### src/rtl/uc_multicycle.sv
// Multicycle RISC-V control FSM: Moore strobes decoded from the state register, plus memory wait states.
// Optional macro UC_MEM_HANDSHAKE_EN enables mem_ready wait states with a MEM_TIMEOUT trap.
module uc_multicycle #(
  parameter int MEM_TIMEOUT = 16,
  parameter bit TRAP_STICKY = 1'b1
) (
  input  logic       clk,
  input  logic       reset,
  input  logic [6:0] opcode,
  input  logic [2:0] funct3,
  input  logic       alu_zero,
  input  logic       alu_lt,
  input  logic       alu_ltu,
  input  logic       mem_ready,
  output logic       WE_RF,
  output logic       WE_MEM,
  output logic [1:0] RF_din_sel,
  output logic       ULA_din2_sel,
  output logic       addr_sel,
  output logic       load_pc,
  output logic       load_ir,
  output logic       pc_next_sel,
  output logic       pc_adder_sel,
  output logic       mem_req,
  output logic       illegal_instr,
  output logic       mem_fault,
  output logic [4:0] state_dbg
);

  typedef enum logic [4:0] {
    FETCH, DECODE,
    EX_ADDI, EX_ADDSUB, EX_LOAD, EX_STORE, EX_JAL, EX_JALR, EX_BRANCH,
    WB_ADDI, WB_ADDSUB, WB_LOAD, WB_STORE, WB_JAL, WB_JALR, WB_BRANCH, WB_LUI,
    TRAP
  } state_t;

  localparam int CW = $clog2(MEM_TIMEOUT + 1);

  state_t state_q, state_d;
  logic   brTaken_q, brTaken_d;
  logic   illegal_q, illegal_d;
  logic   memFault_q, memFault_d;
  logic   ready;
  logic   timeout;

`ifdef UC_MEM_HANDSHAKE_EN
  logic [CW-1:0] waitCnt_q, waitCnt_d;

  assign ready   = mem_ready;
  // Fires on the last accepted waiting cycle if memory still has not answered.
  assign timeout = !mem_ready && (waitCnt_q == CW'(MEM_TIMEOUT - 1));

  always_comb begin
    waitCnt_d = waitCnt_q;
    if (state_d != state_q)
      waitCnt_d = '0;
    else if (mem_req && !mem_ready)
      waitCnt_d = waitCnt_q + 1'b1;
  end

  always_ff @(posedge clk) begin
    if (reset) waitCnt_q <= '0;
    else       waitCnt_q <= waitCnt_d;
  end
`else
  logic unused_mem_ready;
  assign unused_mem_ready = mem_ready;
  assign ready   = 1'b1;
  assign timeout = 1'b0;
`endif

  always_ff @(posedge clk) begin
    if (reset) begin
      state_q    <= FETCH;
      brTaken_q  <= 1'b0;
      illegal_q  <= 1'b0;
      memFault_q <= 1'b0;
    end else begin
      state_q    <= state_d;
      brTaken_q  <= brTaken_d;
      illegal_q  <= illegal_d;
      memFault_q <= memFault_d;
    end
  end

  always_comb begin
    state_d    = state_q;
    brTaken_d  = brTaken_q;
    illegal_d  = illegal_q;
    memFault_d = memFault_q;
    case (state_q)
      FETCH: begin
        if (ready) state_d = DECODE;
        else if (timeout) begin state_d = TRAP; memFault_d = 1'b1; end
      end
      DECODE: begin
        case (opcode)
          7'b0010011: state_d = EX_ADDI;
          7'b0110011: state_d = EX_ADDSUB;
          7'b0000011: state_d = EX_LOAD;
          7'b0100011: state_d = EX_STORE;
          7'b1101111: state_d = EX_JAL;
          7'b1100111: state_d = EX_JALR;
          7'b1100011: state_d = EX_BRANCH;
          7'b0110111: state_d = WB_LUI;
          default:    begin state_d = TRAP; illegal_d = 1'b1; end
        endcase
      end
      EX_ADDI:   state_d = WB_ADDI;
      EX_ADDSUB: state_d = WB_ADDSUB;
      EX_STORE:  state_d = WB_STORE;
      EX_JAL:    state_d = WB_JAL;
      EX_JALR:   state_d = WB_JALR;
      EX_LOAD: begin
        if (ready) state_d = WB_LOAD;
        else if (timeout) begin state_d = TRAP; memFault_d = 1'b1; end
      end
      EX_BRANCH: begin
        state_d = WB_BRANCH;
        case (funct3)
          3'b000:  brTaken_d = alu_zero;
          3'b001:  brTaken_d = !alu_zero;
          3'b100:  brTaken_d = alu_lt;
          3'b101:  brTaken_d = !alu_lt;
          3'b110:  brTaken_d = alu_ltu;
          3'b111:  brTaken_d = !alu_ltu;
          default: begin state_d = TRAP; illegal_d = 1'b1; end
        endcase
      end
      WB_STORE: begin
        if (ready) state_d = FETCH;
        else if (timeout) begin state_d = TRAP; memFault_d = 1'b1; end
      end
      WB_ADDI, WB_ADDSUB, WB_LOAD, WB_JAL, WB_JALR, WB_BRANCH, WB_LUI: state_d = FETCH;
      TRAP: begin
        if (!TRAP_STICKY) begin
          state_d    = FETCH;
          illegal_d  = 1'b0;
          memFault_d = 1'b0;
        end
      end
      default: state_d = FETCH;
    endcase
  end

  always_comb begin
    WE_RF         = 1'b0;
    WE_MEM        = 1'b0;
    RF_din_sel    = 2'b00;
    ULA_din2_sel  = 1'b0;
    addr_sel      = 1'b0;
    load_pc       = 1'b0;
    load_ir       = 1'b0;
    pc_next_sel   = 1'b0;
    pc_adder_sel  = 1'b0;
    mem_req       = 1'b0;
    illegal_instr = 1'b0;
    mem_fault     = 1'b0;
    case (state_q)
      FETCH:     begin addr_sel = 1'b1; mem_req = 1'b1; load_ir = ready; end
      EX_ADDI:   begin RF_din_sel = 2'b01; ULA_din2_sel = 1'b1; end
      EX_ADDSUB: RF_din_sel = 2'b01;
      EX_LOAD:   begin mem_req = 1'b1; ULA_din2_sel = 1'b1; end
      EX_STORE:  ULA_din2_sel = 1'b1;
      EX_JAL:    begin RF_din_sel = 2'b10; pc_next_sel = 1'b1; pc_adder_sel = 1'b1; end
      EX_JALR:   begin RF_din_sel = 2'b10; pc_next_sel = 1'b1; end
      WB_ADDI:   begin RF_din_sel = 2'b01; ULA_din2_sel = 1'b1; WE_RF = 1'b1; load_pc = 1'b1; end
      WB_ADDSUB: begin RF_din_sel = 2'b01; WE_RF = 1'b1; load_pc = 1'b1; end
      WB_LOAD:   begin ULA_din2_sel = 1'b1; WE_RF = 1'b1; load_pc = 1'b1; end
      WB_STORE:  begin WE_MEM = 1'b1; mem_req = 1'b1; ULA_din2_sel = 1'b1; load_pc = ready; end
      WB_JAL: begin
        RF_din_sel = 2'b10; pc_next_sel = 1'b1; pc_adder_sel = 1'b1; WE_RF = 1'b1; load_pc = 1'b1;
      end
      WB_JALR:   begin RF_din_sel = 2'b10; pc_next_sel = 1'b1; WE_RF = 1'b1; load_pc = 1'b1; end
      WB_BRANCH: begin load_pc = 1'b1; pc_adder_sel = 1'b1; pc_next_sel = brTaken_q; end
      WB_LUI:    begin RF_din_sel = 2'b11; WE_RF = 1'b1; load_pc = 1'b1; end
      TRAP: begin
        illegal_instr = illegal_q;
        mem_fault     = memFault_q;
        load_pc       = !TRAP_STICKY;
      end
      default: ;
    endcase
  end

  assign state_dbg = state_q;

endmodule
### config.mk
export PLATFORM = sky130hd
export DESIGN_NAME = uc_multicycle
export DESIGN_NICKNAME = d
export VERILOG_FILES = /design/src/rtl/uc_multicycle.sv
export SDC_FILE = /design/constraint.sdc
export NUM_CORES = 1
export LEC_CHECK = 0
export ABC_AREA = 1
export BUFFER_PORTS_ARGS = -buffer_cell sky130_fd_sc_hd__buf_2
export CAP_MARGIN = 15
export CORE_MARGIN = 1
export CORE_UTILIZATION = 42
export CTS_BUF_LIST = sky130_fd_sc_hd__clkbuf_8 sky130_fd_sc_hd__clkbuf_16
export DETAILED_ROUTE_END_ITERATION = 8
export PLACE_DENSITY = 0.71
export REMOVE_ABC_BUFFERS = 1
export SLEW_MARGIN = 20
export SYNTH_ARGS = -nofsm -noshare
export SYNTH_HDL_FRONTEND = slang
export SYNTH_SLANG_ARGS = --single-unit
### constraint.sdc
create_clock -name clk -period 1.3 [get_ports clk]
set_input_delay 0.39 -clock clk [delete_from_list [all_inputs] [get_ports clk]]
set_output_delay 0.39 -clock clk [all_outputs]
set_load 0.05 [all_outputs]
==> results.txt, run 1 <==
Synth warnings: 0
Gpl congestion: 0.942
CTS max path bufs: 2
Clock Sink Count: 7
Mapped Cells: 143
Largest cells by area after synthesis: dfxtp_1 (18%), nand2_1 (17%), nor2_1 (12%)
Stop err: [ERROR DPL-0033] detailed placement checks failed during check placement.
Die X: 44.8 µm
Dominant cell type by area after synthesis: dfxtp_1
Seq/Total Area, Yosys: 18.2%
Die height: 44.8 µm
Initial antenna violation count: 0
IO Pins: 34
WEP type: output port
Status: aborted with a tool error
Synth cell types: 21
CTS Buf Count: 3
Post-DP HPWL: 2020 µm
Initial Utilization: 44.6%
Fail Step: 5_1_grt
CTS Root Cell: clkbuf_8
H-tree depth: 1
Yosys top cell area share: 18.2%
Port-buffer cells: 31
Pin count of the biggest net entering global routing: 6
Post-CTS Hold Fix Bufs: 0
Grt repair worst endpoint: RF_din_sel[0]
# rows: 15
FF+latch count, synth: 7
Pre-CTS setup slack: -0.389 ns
Avg Inst Size Synth: 5.38 µm²
Mapped cell area: 769 µm²
metrics by stage:
step	hold slack, ns	util (%)	instance area (µm²)	TNS, ns	cells
floorplan	0.439	-	754	-13.32	141
CTS	0.363	86.8	1500	-5.70	236
detailed placement	0.557	67.5	1170	-4.18	227
global placement	0.548	67.5	1170	-3.71	227
what timing repair did:
action	4_1_cts
endpoints found under the setup margin	24
setup buffers	5
gates resized for setup	78
pin swaps	11
cells in the mapped netlist (all sizes together):
cell type  instances
o21a               1
nand2             38
nand3             16
dfxtp              7
a31oi              2
nor4               1
nor2              33
inv               23
a21oi              6
buf                2
o22ai              1
nand4              3
o21ai              7
nor3               2
conb               1
cells by family after synthesis:
group                  count (synthesis)  share of synthesized area (%)
AND/OR/NAND/NOR                       93                           55.8
buffers and inverters                 25                           13.2
AO/OA/AOI/OAI                         17                           12.4
flip-flops                             7                           18.2
other                                  1                          0.487
==> inputs of run 2 (changes only) <==
CORE_AREA = 2 2 63 65   (was not set)
CORE_MARGIN = not set   (was 1)
CORE_UTILIZATION = not set   (was 42)
CTS_BUF_LIST = not set   (was sky130_fd_sc_hd__clkbuf_8 sky130_fd_sc_hd__clkbuf_16)
DIE_AREA = 0 0 65 67   (was not set)
PLACE_DENSITY = not set   (was 0.71)
PLACE_DENSITY_LB_ADDON = 0.15   (was not set)
clock period = 1.69 ns   (was 1.3 ns; I/O delays follow)
==> results.txt, run 2 <==
Mapped Cells: 143
Req. time, crit path: 1.18 ns
Unrepaired setup endpoints after global routing: yes
Design Power: 2.06 mW
Via count: 1127
Final Net Count: 226
Clk_lat worst skew: 0.23 ns
CP Class: flip-flop to output pin
Layout fillers: 371
Initial Utilization: 21.3%
Clock Pin Slew Worst Setup and Hold Paths: 0.04 ns
Setup tns final: -1.29 ns
Worst IR Drop VDD: 0.671 mV
Leading cell types in the layout, fill and taps excluded: nand2_1 (31), buf_4 (27), nor2_1 (20), buf_2 (19)
Pin count of the biggest net entering global routing: 8
DIE AREA: 4360 µm²
Die height: 67 µm
Crit path DAT: 1.37 ns
Top-count cell post-synth: nand2_1
Fmax: 0.532 GHz
Gpl congestion: 0.819
Leak: 0.783 nW
Fin util: 41.7%
DRT Pass-1 Iters: 4
Final Slew Violations: 0
Setup WS post-layout: -0.189 ns
Most common cell after layout, fill and taps aside: nand2_1
Routed len/inst: 10.5 µm
Initial antenna violation count: 0
Status: finished with violations
Type of origin of the critical path: flip-flop
Hold Vio Cnt, Final: 0
Vias in the first global route: 1019
Number of flops mapped to enable cells by yosys: 0
Final ANT Viol Nets: 0
Final worst-path cycle share: 111%
# rows: 22
Core Area: 3610 µm²
Failing checks: negative setup slack
Remaining global-route overflow: 0
CTS Buf Count: 3
P per Cell Area: 1370 nW/µm²
GRT Overall Usage: 12.0%
Min cycle time layout: 1.88 ns
Antenna Cells: 0
Clock Sink Count: 7
DRT Wirelength: 2710 µm
Max-Cap Viols: 0
Dominant cell type by area after synthesis: dfxtp_1
Synth cell types: 21
Max Fanout on Critical Path: 4
Setup Viol. Count Final: 10
Port-buffer cells: 31
DR vias/cell: 4.39
CTS max path bufs: 2
CTS Root Cell: clkbuf_8
Inst Count DP: 245
Largest cells by area after synthesis: dfxtp_1 (18%), nand2_1 (17%), nor2_1 (12%)
Area grow syn2layout: 95.3%
Hold crit path type: input port to flip-flop
First-pass GRT wire length: 4100 µm
Largest register FFs: 5
Ratio of cells with drive above 1 in the final layout: 51.7%
Synth warnings: 0
Die X: 65 µm
H-tree depth: 1
Post-layout instance area: 1500 µm²
Avg Inst Size Synth: 5.38 µm²
Synth async-reset ratio: 0%
Mapped cell area: 769 µm²
Yosys top cell area share: 18.2%
Synth Flop Type: dfxtp_1
Critical Path End Type: output pin
1st-iter DRT viols: 41
Seq/Total Area, Yosys: 18.2%
CTS tree: yes
FF+latch count, synth: 7
Synth cell count leaders: nand2_1 (35), nor2_1 (25), inv_1 (18)
IO Pins: 34
Cell Area, Placed: 1160 µm²
Post-DP HPWL: 2180 µm
DRC: 0
Post-route insts no fill: 257
Setup Skew: 0.00159 ns
## run 2: cell counts after synthesis
No cell type changed its count.
## run 2: stage by stage
stage               hold WS (ns)  setup WS, ns
finish                     0.495        -0.189
global route               0.510        -0.255
CTS                        0.499        -0.216
floorplan                  0.439         -1.29
detailed placement         0.483        -0.216
global placement           0.482        -0.135
## run 2: critical path, cell delays in order, from the launching register on
cell,delay [ns]
dfxtp_4,0.36
buf_4,0.15
o22ai_4,0.19
nand2_2,0.08
o21a_1,0.12
nand2_1,0.09
buf_6,0.16
## run 2: timing repair
item                                    4_1_cts  5_1_grt
buffers inserted                              1        7
endpoints found under the setup margin       12       12
pin swaps                                     7        5
hold buffers                                  0        0
gates resized for setup                      50       25
## run 2: cell type report
cell class / instances / area, µm² / area share (%)
Inverter: 23 / 91.3 / 6.08
Tap cell: 48 / 60.1 / 4.00
Multi-Input combinational cell: 111 / 638 / 42.5
Sequential cell: 7 / 156 / 10.4
Clock buffer: 4 / 45.0 / 3.00
Timing Repair Buffer: 64 / 512 / 34.1
## run 2: cells by family after synthesis
logic type             synth area share, %
AND/OR/NAND/NOR                       55.8
buffers and inverters                 13.2
AO/OA/AOI/OAI                         12.4
flip-flops                            18.2
other                                0.487
## run 2: report_power, final
| part | leakage, nW | internal (mW) | switching (mW) |
|---|---|---|---|
| Clock | 0.0228 | 0.164 | 0.0756 |
| Combinational | 0.699 | 0.646 | 0.933 |
| Sequential | 0.0604 | 0.205 | 0.0390 |
## run 2: worst paths after layout
path | startpoint | to | slack (ns) | depth (start not counted)
max | state_dbg[0]$_SDFFE_PP0P_ | pc_next_sel | -0.19 | 6
min | reset | illegal_q$_SDFFE_PP0P_ | 0.50 | 2
max reg2reg | state_dbg[4]$_SDFFE_PP0P_ | illegal_q$_SDFFE_PP0P_ | 0.30 | 10
min reg2reg | brTaken_q$_SDFFE_PP0P_ | brTaken_q$_SDFFE_PP0P_ | 0.54 | 2
## run 2: routing by layer
metal	vias up	part of all wire, %	GRT usage (%)
met3	2	4.1	1.18
met1	501	42	13.2
li1	587	-	-
met4	0	1.2	7.18
met5	-	0	0
met2	37	53	22.3
(Power assumes the default switching activity.)
==> inputs of run 3 (changes only) <==
ABC_AREA = 0   (was 1)
==> results.txt, run 3 <==
Status: finished with violations
Failing checks: negative setup slack
FF-to-FF End: illegal_q$_SDFFE_PP0P_
Die height: 67 µm
Via count: 1048
Die X: 65 µm
Largest register FFs: 5
Vias in the first global route: 980
Crit path DAT: 1.40 ns
DRT Pass-1 Iters: 4
Final Net Count: 191
Hold_sp: brTaken_q$_SDFFE_PP0P_
Hold Vio Cnt, Final: 0
CP Class: flip-flop to output pin
Synth cell count leaders: nor2_1 (15), nand2_1 (11), dfxtp_1 (7)
IO Pins: 34
Layout fillers: 388
Min cycle time layout: 1.91 ns
DIE AREA: 4360 µm²
Leading cell types in the layout, fill and taps excluded: buf_4 (26), buf_2 (19), buf_6 (19), nor2_1 (10), nand2_1 (10)
# rows: 22
Number of flops mapped to enable cells by yosys: 0
CTS Root Cell: clkbuf_8
Seq/Total Area, Yosys: 17.5%
GRT Overall Usage: 12.9%
First-pass GRT wire length: 4310 µm
Fmax: 0.524 GHz
Pin count of the biggest net entering global routing: 12
Top-count cell post-synth: nor2_1
CTS max path bufs: 2
Initial antenna violation count: 0
Fin util: 40.5%
Final ANT Viol Nets: 0
Synth cell types: 42
Synth async-reset ratio: 0%
Yosys top cell area share: 17.5%
Origin of the worst setup path: state_dbg[0]$_SDFFE_PP0P_
Setup slack, reg-to-reg: 0.02 ns
Mapped Cells: 116
Leak: 0.635 nW
Core Area: 3610 µm²
Max Fanout on Critical Path: 8
Synth warnings: 0
Largest cells by area after synthesis: dfxtp_1 (18%), nor2_1 (7.0%), nand2_1 (5.2%)
DRC: 0
CTS tree: yes
Setup tns final: -1.61 ns
CTS Buf Count: 3
Hold crit path type: flip-flop to flip-flop
Req. time, crit path: 1.18 ns
Post-CTS Hold Fix Bufs: 0
DRT Wirelength: 2730 µm
Synth Flop Type: dfxtp_1
Type of origin of the critical path: flip-flop
Port-buffer cells: 31
Final worst-path cycle share: 113%
P per Cell Area: 1370 nW/µm²
Area grow syn2layout: 82.6%
Setup Skew: 0.00120 ns
Antenna Cells: 0
Hold EP: brTaken_q$_SDFFE_PP0P_
Avg Inst Size Synth: 6.89 µm²
DR vias/cell: 4.72
Routed len/inst: 12.3 µm
Unrepaired setup endpoints after global routing: yes
CP max stage cell: or3_4
Dominant cell type by area after synthesis: dfxtp_1
Post-DP HPWL: 1990 µm
Most common cell after layout, fill and taps aside: buf_4
Remaining global-route overflow: 0
1st-iter DRT viols: 34
Reg2Reg Depth: 5
Worst IR Drop VDD: 0.346 mV
Ratio of cells with drive above 1 in the final layout: 54.0%
Worst stage delay on the critical path: 0.40 ns
CP cell instances: or3_4 -> nor3_2 -> buf_6
Clock Sink Count: 7
Clk_lat worst skew: 0.23 ns
Initial Utilization: 22.2%
Hold Path Stages: 2
Setup WS post-layout: -0.219 ns
Gpl congestion: 0.780
H-tree depth: 1
Reg2reg start: state_dbg[0]$_SDFFE_PP0P_
Setup Viol. Count Final: 12
Clock Pin Slew Worst Setup and Hold Paths: 0.04 ns
FF+latch count, synth: 7
Max-Cap Viols: 0
Critical Path End Type: output pin
Mapped cell area: 800 µm²
Final Slew Violations: 0
==> run 3: cell count changes after synthesis, moves of 5 or more <==
cell,change
nand2_1,-24
inv_1,-16
nand3_1,-13
nor2_1,-10
clkbuf_1,+6
inv_2,-5
==> run 3: cells by family after synthesis <==
kind of cell    after synthesis  synth area share (%)
compound gates               31                  25.7
other cells                   1                 0.469
buf+inv                      12                  7.51
flops                         7                  17.5
mux                           4                  5.16
simple gates                 57                  39.3
xor+xnor                      4                  4.38
==> run 3: how the worst max path moves through the flow <==
stage,endpoint,slack (ns),cells past startpoint
detailed placement,pc_next_sel,-0.14,4
finish,load_ir,-0.22,3
global route,RF_din_sel[1],-0.29,6
global placement,pc_next_sel,-0.12,4
CTS,load_pc,-0.26,5
floorplan,pc_next_sel,-2.32,2
==> run 3: power breakdown <==
part | internal, mW | leakage (nW) | switching (mW) | total, mW
Clock | 0.164 | 0.0228 | 0.0774 | 0.241
Combinational | 0.654 | 0.552 | 0.856 | 1.51
Sequential | 0.211 | 0.0601 | 0.0449 | 0.256
==> run 3: critical path, delay by kind of cell, from the launching register on <==
kind | cells | cell delay (ns)
buffers and inverters | 1 | 0.20
flip-flops | 1 | 0.36
AND/OR/NAND/NOR | 2 | 0.60
==> run 3: area by class of cell <==
type / instances / area (µm²) / area share (%)
Multi-Input combinational cell: 97 / 689 / 47.2
Timing Repair Buffer: 64 / 504 / 34.5
Sequential cell: 7 / 154 / 10.5
Tap cell: 48 / 60.1 / 4.11
Clock buffer: 4 / 45.0 / 3.08
Inverter: 2 / 7.51 / 0.514
==> run 3: through the flow <==
step	instances	hold WS, ns	setup slack [ns]	power, mW	instance area (µm²)
CTS	222	0.523	-0.256	1.97	1410
global placement	209	0.516	-0.119	1.36	1140
detailed placement	209	0.518	-0.139	1.37	1140
floorplan	106	0.473	-2.32	0.941	747
finish	222	0.523	-0.219	2.01	1460
global route	222	0.533	-0.291	2.12	1460
==> run 3: what timing repair did <==
item / 4_1_cts / 5_1_grt
setup endpoints to repair: 13 / 15
pin swaps: 10 / 12
hold endpoints to repair: 0 / 0
setup buffers: 9 / 1
resized for setup: 53 / 14
gates cloned: 0 / 0
==> run 3: metal layers <==
layer | GRT usage, % | routed length, µm
met5 | 0 | 0
met4 | 6.38 | 28
met3 | 1.18 | 95
met2 | 24.9 | 1460
met1 | 13.9 | 1140
==> inputs of run 4 (changes only) <==
==> constraint.sdc (replaced) <==
create_clock -name clk -period 1.69 [get_ports clk]
set_input_delay 0.507 -clock clk [delete_from_list [all_inputs] [get_ports clk]]
set_output_delay 0.507 -clock clk [all_outputs]
set_load 0.02 [all_outputs]
==> results.txt, run 4 (synthesized netlist as in run 3, its figures left out) <==
Via count: 1006
Fmax: 0.536 GHz
Leading cell types in the layout, fill and taps excluded: buf_4 (29), buf_2 (21), nor2_1 (11), nand2_1 (10), buf_6 (8)
Routed len/inst: 11.6 µm
CP cell instances: or3_4 -> nor2_2 -> nand2_1 -> o21ai_1 -> buf_4
Most common cell after layout, fill and taps aside: buf_4
Unrepaired setup endpoints after global routing: yes
Worst stage delay on the critical path: 0.42 ns
Worst IR Drop VDD: 0.393 mV
Crit path DAT: 1.36 ns
Clk_lat worst skew: 0.23 ns
FF/Latch Area: 153 µm²
CTS Root Cell: clkbuf_8
Min cycle time layout: 1.87 ns
Delay-heaviest family, CP: simple AND/OR/NAND/NOR gates
Largest register FFs: 5
Fin util: 37.1%
Post-layout instance area: 1340 µm²
Cell Area, Placed: 1120 µm²
Area grow syn2layout: 67.4%
First-pass GRT wire length: 4200 µm
P per Cell Area: 1160 nW/µm²
IO Pins: 34
Clock Pin Slew Worst Setup and Hold Paths: 0.05 ns
# rows: 22
Type of origin of the critical path: flip-flop
H-tree depth: 1
Worst Path Buf+Inv: 1
Die height: 67 µm
Setup WS post-layout: -0.176 ns
Failing checks: negative setup slack
CP max stage cell: or3_4
Core Area: 3610 µm²
DR vias/cell: 4.66
GRT Overall Usage: 12.1%
Final Net Count: 185
Hold crit path type: flip-flop to flip-flop
CP Class: flip-flop to output pin
Gpl congestion: 0.755
CTS tree: yes
Layout fillers: 401
DRT Pass-1 Iters: 4
Initial antenna violation count: 0
Critical Path End Type: output pin
DRC: 0
DRT Wirelength: 2510 µm
CTS max path bufs: 2
Remaining global-route overflow: 0
Post-DP HPWL: 1980 µm
Setup Skew: 0.00856 ns
Max-Cap Viols: 0
Initial Utilization: 22.2%
Setup Viol. Count Final: 11
Multi-input logic area: 661 µm²
Vias in the first global route: 951
Design Power: 1.55 mW
Final ANT Viol Nets: 0
CTS Buf Count: 3
Clock Sink Count: 7
Hold Vio Cnt, Final: 0
Pin count of the biggest net entering global routing: 12
Max Fanout on Critical Path: 7
Final Slew Violations: 0
Port-buffer cells: 31
DIE AREA: 4360 µm²
Ratio of cells with drive above 1 in the final layout: 48.8%
1st-iter DRT viols: 20
Setup tns final: -1.17 ns
Status: finished with violations
Antenna Cells: 0
Die X: 65 µm
Final worst-path cycle share: 110%
Leak: 0.589 nW
Req. time, crit path: 1.18 ns
run 4: changes by cell type in the layout (fill, tap and decap cells not counted), moves of 2 or more:
cell / delta
o21ai_2: -2
buf_4: +3
nor2_2: -2
buf_2: +2
buf_6: -11
run 4: final timing paths:
kind                                                start  slack, ns  cells past startpoint                      to
worst max-delay path            state_dbg[1]$_SDFFE_PP0P_      -0.18                      5                 load_pc
worst max register to register  state_dbg[1]$_SDFFE_PP0P_       0.06                      5  illegal_q$_SDFFE_PP0P_
worst min-delay path               brTaken_q$_SDFFE_PP0P_       0.51                      2  brTaken_q$_SDFFE_PP0P_
worst min register to register     brTaken_q$_SDFFE_PP0P_       0.51                      2  brTaken_q$_SDFFE_PP0P_
run 4: area by class of cell:
type	count	area share (%)
Timing Repair Buffer	58	30.8
Sequential cell	7	11.4
Inverter	2	0.561
Clock buffer	4	3.36
Multi-Input combinational cell	97	49.3
Tap cell	48	4.49
run 4: per-stage QoR:
stage	instances	hold WS, ns	setup slack (ns)
floorplan	106	0.473	-0.755
global placement	206	0.513	0.000520
detailed placement	206	0.512	-0.0182
CTS	215	0.519	-0.186
global route	216	0.545	-0.259
finish	216	0.511	-0.176
run 4: power breakdown:
group / internal [mW] / switching [mW] / total (mW)
Combinational: 0.519 / 0.534 / 1.05
Clock: 0.164 / 0.0805 / 0.244
Sequential: 0.209 / 0.0434 / 0.252
run 4: timing repair:
item | CTS | global route
setup buffers | 5 | 1
hold endpoints to repair | 0 | 0
pin swaps | 8 | 8
hold buffers | 0 | 0
resized for setup | 31 | 15
setup endpoints to repair | 12 | 14
run 4: worst reg2reg max path: cells and delay by family, from the launching register on:
family                 cells  cell delay [ns]
and+or+nand+nor            2             0.80
buffers and inverters      1             0.15
AOI/OAI and AO/OA          2             0.27
DFF                        1             0.36
run 4: routing by layer:
| layer | vias up | global-route usage, % | wire, µm | share of wire [%] |
|---|---|---|---|---|
| met1 | 443 | 14.7 | 1180 | 47 |
| li1 | 529 | - | - | - |
| met2 | 30 | 22.0 | 1180 | 47 |
| met5 | - | 0 | 0 | 0 |
| met4 | 0 | 4.79 | 39 | 1.6 |
| met3 | 4 | 1.01 | 107 | 4.3 |
